### src/rtl/mycpu_mul_seq_pkg.sv
// Shared types for the iterative multiply sequencer and the control unit that drives it.
// Optional build macro: MYCPU_MUL_EARLY_EXIT_EN (data-dependent early completion).
package mycpu_mul_seq_pkg;

  typedef enum logic [1:0] {
    MUL_IDLE = 2'b00,
    MUL_RUN  = 2'b01,
    MUL_DONE = 2'b10
  } mul_state_t;

  // Control-unit wait-state code used while this block is busy
  localparam logic [3:0] CU_XM1 = 4'b1001;

endpackage

### src/rtl/mycpu_mul_seq_if.sv
// Request/response bundle between the control unit (master) and the multiply sequencer (slave).
interface mycpu_mul_seq_if #(parameter int DW = 16);
  logic          start;
  logic          abort;
  logic [DW-1:0] a;
  logic [DW-1:0] b;
  logic          busy;
  logic          done;
  logic [DW-1:0] prod_lo;
  logic [DW-1:0] prod_hi;
  logic          z;
  logic          v;

  modport master (output start, abort, a, b,
                  input  busy, done, prod_lo, prod_hi, z, v);
  modport slave  (input  start, abort, a, b,
                  output busy, done, prod_lo, prod_hi, z, v);
endinterface

### src/rtl/mycpu_mul_seq.sv
// Shift-add DWxDW -> 2*DW unsigned multiplier, one multiplier bit per cycle.
// MYCPU_MUL_EARLY_EXIT_EN: finish once the remaining multiplier bits are all zero.
module mycpu_mul_seq
  import mycpu_mul_seq_pkg::*;
#(
  parameter int DW = 16
) (
  input  logic            clk,
  input  logic            rst_n,
  mycpu_mul_seq_if.slave  bus
);

  localparam int PW = 2 * DW;
  localparam int CW = $clog2(DW + 1);

  mul_state_t    state_q, state_d;
  logic [PW-1:0] mcand_q, mcand_d;
  logic [PW-1:0] acc_q, acc_d, acc_sum;
  logic [DW-1:0] mplier_q, mplier_d;
  logic [CW-1:0] cnt_q, cnt_d;
  logic [DW-1:0] prod_lo_q, prod_lo_d, prod_hi_q, prod_hi_d;
  logic          z_q, z_d, v_q, v_d;
  logic          early;

  assign acc_sum = acc_q + (mplier_q[0] ? mcand_q : '0);

`ifdef MYCPU_MUL_EARLY_EXIT_EN
  assign early = (mplier_q[DW-1:1] == '0);
`else
  assign early = 1'b0;
`endif

  always_comb begin
    state_d   = state_q;
    mcand_d   = mcand_q;
    acc_d     = acc_q;
    mplier_d  = mplier_q;
    cnt_d     = cnt_q;
    prod_lo_d = prod_lo_q;
    prod_hi_d = prod_hi_q;
    z_d       = z_q;
    v_d       = v_q;
    // abort wins over everything and leaves the result registers untouched
    if (bus.abort) begin
      state_d = MUL_IDLE;
    end else begin
      unique case (state_q)
        MUL_IDLE: begin
          if (bus.start) begin
            mcand_d  = {{DW{1'b0}}, bus.a};
            mplier_d = bus.b;
            acc_d    = '0;
            cnt_d    = CW'(DW);
            state_d  = MUL_RUN;
`ifdef MYCPU_MUL_EARLY_EXIT_EN
            if (bus.b == '0) begin
              state_d   = MUL_DONE;
              prod_lo_d = '0;
              prod_hi_d = '0;
              z_d       = 1'b1;
              v_d       = 1'b0;
            end
`endif
          end
        end
        MUL_RUN: begin
          acc_d    = acc_sum;
          mcand_d  = mcand_q << 1;
          mplier_d = mplier_q >> 1;
          cnt_d    = cnt_q - CW'(1);
          if (cnt_q == CW'(1) || early) begin
            state_d                = MUL_DONE;
            {prod_hi_d, prod_lo_d} = acc_sum;
            z_d                    = (acc_sum == '0);
            v_d                    = (acc_sum[PW-1:DW] != '0);
          end
        end
        MUL_DONE: state_d = MUL_IDLE;
        default:  state_d = MUL_IDLE;
      endcase
    end
  end

  always_ff @(posedge clk or negedge rst_n) begin
    if (!rst_n) begin
      state_q   <= MUL_IDLE;
      mcand_q   <= '0;
      acc_q     <= '0;
      mplier_q  <= '0;
      cnt_q     <= '0;
      prod_lo_q <= '0;
      prod_hi_q <= '0;
      z_q       <= 1'b0;
      v_q       <= 1'b0;
    end else begin
      state_q   <= state_d;
      mcand_q   <= mcand_d;
      acc_q     <= acc_d;
      mplier_q  <= mplier_d;
      cnt_q     <= cnt_d;
      prod_lo_q <= prod_lo_d;
      prod_hi_q <= prod_hi_d;
      z_q       <= z_d;
      v_q       <= v_d;
    end
  end

  assign bus.busy    = (state_q == MUL_RUN);
  assign bus.done    = (state_q == MUL_DONE);
  assign bus.prod_lo = prod_lo_q;
  assign bus.prod_hi = prod_hi_q;
  assign bus.z       = z_q;
  assign bus.v       = v_q;

endmodule

### src/flat_wrapper.sv
// flat-port wrapper written by rule: the top's interface ports become plain ports
module mycpu_mul_seq_flat import mycpu_mul_seq_pkg::*;
#(
  parameter int DW = 16
)
  (clk, rst_n, bus_start, bus_abort, bus_a, bus_b, bus_busy, bus_done, bus_prod_lo, bus_prod_hi, bus_z, bus_v);
  mycpu_mul_seq_if #(.DW(DW)) bus_i ();
  input  logic clk;
  input  logic rst_n;
  input wire logic [$bits(bus_i.start)-1:0] bus_start;
  input wire logic [$bits(bus_i.abort)-1:0] bus_abort;
  input wire logic [$bits(bus_i.a)-1:0] bus_a;
  input wire logic [$bits(bus_i.b)-1:0] bus_b;
  output wire logic [$bits(bus_i.busy)-1:0] bus_busy;
  output wire logic [$bits(bus_i.done)-1:0] bus_done;
  output wire logic [$bits(bus_i.prod_lo)-1:0] bus_prod_lo;
  output wire logic [$bits(bus_i.prod_hi)-1:0] bus_prod_hi;
  output wire logic [$bits(bus_i.z)-1:0] bus_z;
  output wire logic [$bits(bus_i.v)-1:0] bus_v;
  assign bus_i.start = bus_start;
  assign bus_i.abort = bus_abort;
  assign bus_i.a = bus_a;
  assign bus_i.b = bus_b;
  assign bus_busy = bus_i.busy;
  assign bus_done = bus_i.done;
  assign bus_prod_lo = bus_i.prod_lo;
  assign bus_prod_hi = bus_i.prod_hi;
  assign bus_z = bus_i.z;
  assign bus_v = bus_i.v;
  mycpu_mul_seq #(.DW(DW)) u_core (.clk(clk), .rst_n(rst_n), .bus(bus_i));
endmodule
### config.mk
export PLATFORM = sky130hd
export DESIGN_NAME = mycpu_mul_seq_flat
export DESIGN_NICKNAME = d
export VERILOG_FILES = /design/src/rtl/mycpu_mul_seq_pkg.sv /design/src/rtl/mycpu_mul_seq_if.sv /design/src/rtl/mycpu_mul_seq.sv /design/src/flat_wrapper.sv
export SDC_FILE = /design/constraint.sdc
export NUM_CORES = 1
export LEC_CHECK = 0
export CAP_MARGIN = 0
export CORE_MARGIN = 4
export CORE_UTILIZATION = 52
export DETAILED_ROUTE_END_ITERATION = 7
export PLACE_DENSITY = 0.79
export SKIP_LAST_GASP = 1
export SYNTH_ARGS = -nofsm -noshare
export SYNTH_HDL_FRONTEND = slang
export SYNTH_SLANG_ARGS = --single-unit
### constraint.sdc
create_clock -name clk -period 3.46 [get_ports clk]
set_input_delay 0.346 -clock clk [delete_from_list [all_inputs] [get_ports clk]]
set_output_delay 0.346 -clock clk [all_outputs]
set_load 0.005 [all_outputs]
Yosys cells after proc, flatten, opt, wreduce, memory -nomap -nowiden

Index checks and enable logic that the tools add are counted.

Flip-flop bits (word level): 121
Bits in latches: 0
Bits in writable memories: 0
Bits in read-only memories: 0
Logic and storage cells: 38
Memories kept: 0

Add/sub/neg operators: 2
$mul: 0
Divide/modulo/power cells: 0
Order comparisons: 0
Equality and inequality tests: 6
Shifts and indexed selects: 0
Muxes and demuxes: 13
Bitwise gates (word level): 1
Reductions and logical operators: 7

Operator list:

| operator                                                            | number |
|---|---|
| 32-bit one-hot mux with 2 select lines                              | 2 |
| 32-bit 2-to-1 mux                                                   | 3 |
| 32-bit adder                                                        | 1 |
| 32-bit logical NOT                                                  | 1 |
| 16-bit one-hot mux with 2 select lines                              | 1 |
| 16-bit 2-to-1 mux                                                   | 1 |
| 16-bit nonzero test                                                 | 1 |
| 5-bit one-hot mux with 2 select lines                               | 1 |
| 2-bit 2-to-1 mux                                                    | 3 |
| 3-bit AND reduction                                                 | 2 |
| 5-bit by 1-bit == test with 1-bit output (second input constant)    | 1 |
| 5-bit 2-to-1 mux                                                    | 1 |
| 5-bit by 1-bit subtractor with 5-bit output (second input constant) | 1 |
| 2-bit one-hot mux with 2 select lines                               | 1 |
| 3-bit by 2-bit != test with 1-bit output (second input constant)    | 1 |
| 3-bit != test (second input constant)                               | 1 |
| 2-bit by 1-bit == test with 1-bit output (second input constant)    | 1 |
| 2-bit == test (second input constant)                               | 1 |
| 2-bit logical NOT                                                   | 1 |
| 2-bit != test (second input constant)                               | 1 |
| 2-bit AND reduction                                                 | 1 |
| 2-bit nonzero test                                                  | 1 |
| 1-bit NOT                                                           | 1 |

Longest topological paths before layout

Depth in word-level cells: 4
Depth in mapped cells: 13
Depth with buffers taken out: 12

Worst setup path after synthesis

Ideal clock, no wire load.

Path type: register to register
Start point: reg u_core.mplier_q[0]
End point: reg u_core.v_q, in the netlist u_core.bus.v
Arrival: 3.697 ns
Required time: 3.339 ns
Slack: -0.358 ns
Stages on the path, launching flop included: 14
Buffers on the path: 1
Path through: dfrtp_1 -> clkbuf_1 -> and2_1 -> ha_1 -> fa_1 -> a21o_1 -> a221oi_4 -> o21ai_2 -> a2111oi_4 -> nor3_2 -> or3_1 -> or4_1 -> or4_1 -> o22a_1

Word-level cells in the longest chain between the ends: 3

RTL lines:

| what                     | line                 | source |
|---|---|---|
| start: declaration       | mycpu_mul_seq.sv:19  | `logic [DW-1:0] mplier_q, mplier_d;` |
| start signal: assignment | mycpu_mul_seq.sv:99  | `mplier_q <= mplier_d;` |
| 32-bit 2-to-1 mux        | mycpu_mul_seq.sv:25  | `assign acc_sum = acc_q + (mplier_q[0] ? mcand_q : '0);` |
| 32-bit adder             | mycpu_mul_seq.sv:25  |  |
| 16-bit nonzero test      | mycpu_mul_seq.sv:75  | `v_d = (acc_sum[PW-1:DW] != '0);` |
| end signal: assignment   | mycpu_mul_seq.sv:104 | `v_q <= v_d;` |
| end: declaration         | mycpu_mul_seq.sv:22  | `logic z_q, z_d, v_q, v_d;` |

No other way between the ends.
A chain may end at the register's enable or synchronous reset.

Worst setup path after layout

Same ends and word-level chain as after synthesis.

==> summary.md <==
| Metric | Value |
|---|---|
| Worst vdd ir | about 0.38 mV |
| Largest net degree at the start of global routing | 80 |
| # IOs | between 70 and 80 |
| Max_slew headroom | 0.3365 |
| Post-synthesis sequential area ratio | 0.4461 |
| Fin crit period | ~3600 ps |
| Crit path kind | flop to flop |
| Rows | 41 |
| Clk buf depth | 2 |
| Met1 Use GR | 0.3678 |
| Gpl congestion | between 0.9 and 1 |
| YS warnings | 0 |
| Crit Path Max Fanout | 10 |
| Core Util, Final | 0.6930 |
| Post-detailed-routing wire length | roughly 18 mm |
| Synth Cell Area | around 6800 µm² |
| Final Hold Vio Count | 0 |
| Main combinational cell family by area after synthesis | compound AO/OA/AOI/OAI gates |
| Most used cell, CP | or4_4 |
| Number of synthesized flops with an enable pin | 0 |
| H-tree Lvls | 4 |
| ANT cells | 0 |
| Synth Net Count | just under 800 |
| Die width | 122.3 µm |
| Synth Area in Adders | 0.06378 |
| Yosys reg bits | between 100 and 150 |
| Grt peak-use layer | met2 |
| Wire length of the first global-routing pass | 30.09 mm |
| Buffer and inverter count on the worst path | 1 |
| DR vias | about 6000 |
| First-pass iteration count of the detailed router | 7 |
| CP Launch Type | flop |
| Clock root buffer | clkbuf_16 |
| Post-DP Area | between 8000 and 9000 µm² |
| Avg Vias per Cell | between 5 and 6 |
| Critical Path Max Stage Delay | between 400 and 500 ps |
| Avg Inst Size Synth | roughly 9.5 µm² |
| Total GRT Usage | 0.2570 |
| Layout net count | roughly 920 |
| Non-Filler Instances | slightly above 1000 |
| Flop-to-flop setup slack | -180 ps |
| Inst Count DP | 997 |
| Initial drt markers | between 400 and 500 |
| Fin Setup TNS | -260.8 ps |
| Leak | 4.266 nW |
| Post-route cell area | 8816 µm² |
| Status | finished with violations |
| CTS tree | built |
| Commonest non-fill, non-tap cell in the layout | nand2_1 |
| Final worst slack | -184.9 ps |
| Xor-xnor portion of the synthesized cell area | 0.03355 |
| Worst EP required | roughly 3800 ps |
| Worst Clk Skew | just under 10 ps |
| Compound-Gate Fraction of Synth Area | 0.1994 |
| Commonest non-fill, non-tap cells in the layout | nand2_1, dfrtp_1, buf_4 |
| M2 GR Usage | 0.3878 |
| Tcrit/Tclk final | 1.053 |
| Library cells used by synthesis | between 60 and 70 |
| Highest clock rate | 0.2744 GHz |
| Clock sinks | 121 |
| Pwr per Cell Area | roughly 570 nW/µm² |
| Worst-Skew Late Latency | between 400 and 500 ps |
| RSZ-0062 raised after global routing | yes |
| Port Buffer Count | slightly above 70 |
| Layout area overhead | 29.88% |
| Reg clk slew, reported paths | around 60 ps |
| Die Area | 14950 µm² |
| Critical path endpoint category | flop |
| Max-Cap Viols | 0 |
| WL/cell | 17.64 µm |
| Slew Viols, Final | 0 |
| Syn Inst Count | about 700 |
| Setup Slack @ Placement | -220.1 ps |
| Initial Utilization | 0.5335 |
| CP max-delay cell | or4_4 |
| Number of global-route vias before repair | ~6000 |
| Worst hold margin | roughly 77 ps |
| Hold Buf Count CTS | 0 |
| Initial antenna violation count | 0 |
| Failing checks | setup timing |
| Ys async rst share | 1.000 |
| Cell family with most CP delay | simple AND/OR/NAND/NOR gates |
| Num CTS Buffers | 17 |
| Critical-path cell list | buf_4, and2_1, ha_1, a21o_1, a211o_1, a22oi_2, mux2_2, nor2_1, or3_1, or4_4, or4_4, o22a_1 |
| GRT met3 Usage | 0.04839 |
| ANT nets after route | 0 |
| Final setup fails | 2 |
| Critical path arrival | about 4000 ps |
| Tot Pwr | 5.055 mW |
| Hold Path Class | input pin to asynchronous set/reset pin |
| Worst-Margin Slew | about 1000 ps |
| Global route overflow | 0 |
| Fraction of layout cells with a size suffix above 1 | 0.1688 |
| Multiplexer share of the synthesized area | 0.05585 |
| Die H | 122.3 µm |
| Core region area | approximately 13000 µm² |
| Post-detail-place hpwl | around 13 mm |
| Most common flop cell mapped by yosys | dfrtp_1 |
| Residual DRC | 0 |
| Post-synthesis simple-gate area fraction | 0.1770 |
## state kept, by name, indices dropped and copies added (netlist names), 2 cells and up
name / cells
u_core.mcand_q: 32
u_core.cnt_q: 5
u_core.bus.prod_lo: 16
u_core.mplier_q: 16
u_core.acc_q: 32
u_core.state_q: 2
u_core.bus.prod_hi: 16
## synth_stat cells, types with 5 or more instances
library cell  number  area [µm²]
a21o_1             8       60.06
a21oi_1           33       165.2
a221o_1            5       50.05
a22o_1            42       367.9
a31oi_1            5       31.28
and2_1            34       212.7
buf_1              6       22.52
clkbuf_1          30       112.6
dfrtp_1          121        3028
ha_1              33       412.9
inv_1              7       26.28
mux2_2             7       78.83
mux2i_1           30       300.3
nand2_1          137       514.2
nand3_1           10       50.05
nand4_1            5       31.28
nor2_1            25       93.84
nor3_1             9       45.04
nor4_1             5       31.28
o21a_1             6       45.04
o21ai_0           64       320.3
xnor2_1           16       140.1
xor2_1            10       87.58
## final timing paths
| kind | startpoint | to | depth (start not counted) |
|---|---|---|---|
| max | u_core.mplier_q[0] | u_core.bus.v | 12 |
| min | rst_n | u_core.bus.prod_lo[9] | 1 |
| max reg2reg | u_core.mplier_q[0] | u_core.bus.v | 12 |
| min reg2reg | u_core.bus.prod_hi[9] | u_core.bus.prod_hi[9] | 2 |
| max in group asynchronous | rst_n | u_core.acc_q[1] | 2 |
| min in group clk | u_core.bus.prod_hi[9] | u_core.bus.prod_hi[9] | 2 |
## worst register-to-register path: stages (launching register included)
cell	delay (ps)
dfrtp_1	400
buf_4	180
and2_1	150
ha_1	350
a21o_1	230
a211o_1	330
a22oi_2	210
mux2_2	210
nor2_1	80
or3_1	370
or4_4	420
or4_4	430
o22a_1	190
## where the power goes
part           internal (mW)  switching (mW)  leakage (nW)
sequential              1.68           0.198          1.62
combinational          0.752           0.746          2.37
clock                   1.01           0.676         0.277
## repair_timing
item / CTS / global route
buffers inserted: 1 / 1
hold endpoints to repair: 0 / 0
gates cloned: 0 / 0
pin swaps: 4 / 1
gates resized for setup: 4 / 7
setup endpoints to repair: 2 / 4
## metal layers
| metal | share of wire | wire length [µm] |
|---|---|---|
| met1 | 0.46 | 8456 |
| met2 | 0.44 | 8011 |
| met3 | 0.069 | 1256 |
| met4 | 0.026 | 466 |
| met5 | 0 | 0 |
## cells by family after synthesis
family / count (synthesis)
compound gates: 196
xor+xnor: 26
fa+ha+maj: 34
buf+inv: 44
flops: 121
mux: 37
simple gates: 255
## area by class of cell
class / instances / area [µm²]
Clock buffer: 18 / 439.2
Clock inverter: 14 / 122.6
Timing Repair Buffer: 150 / 1301
Tap cell: 172 / 215.2
Multi-Input combinational cell: 548 / 3680
Inverter: 8 / 30.03
Fill cell: 1038 / 3906
Sequential cell: 121 / 3028
Power figures use the tool's default switching activity.
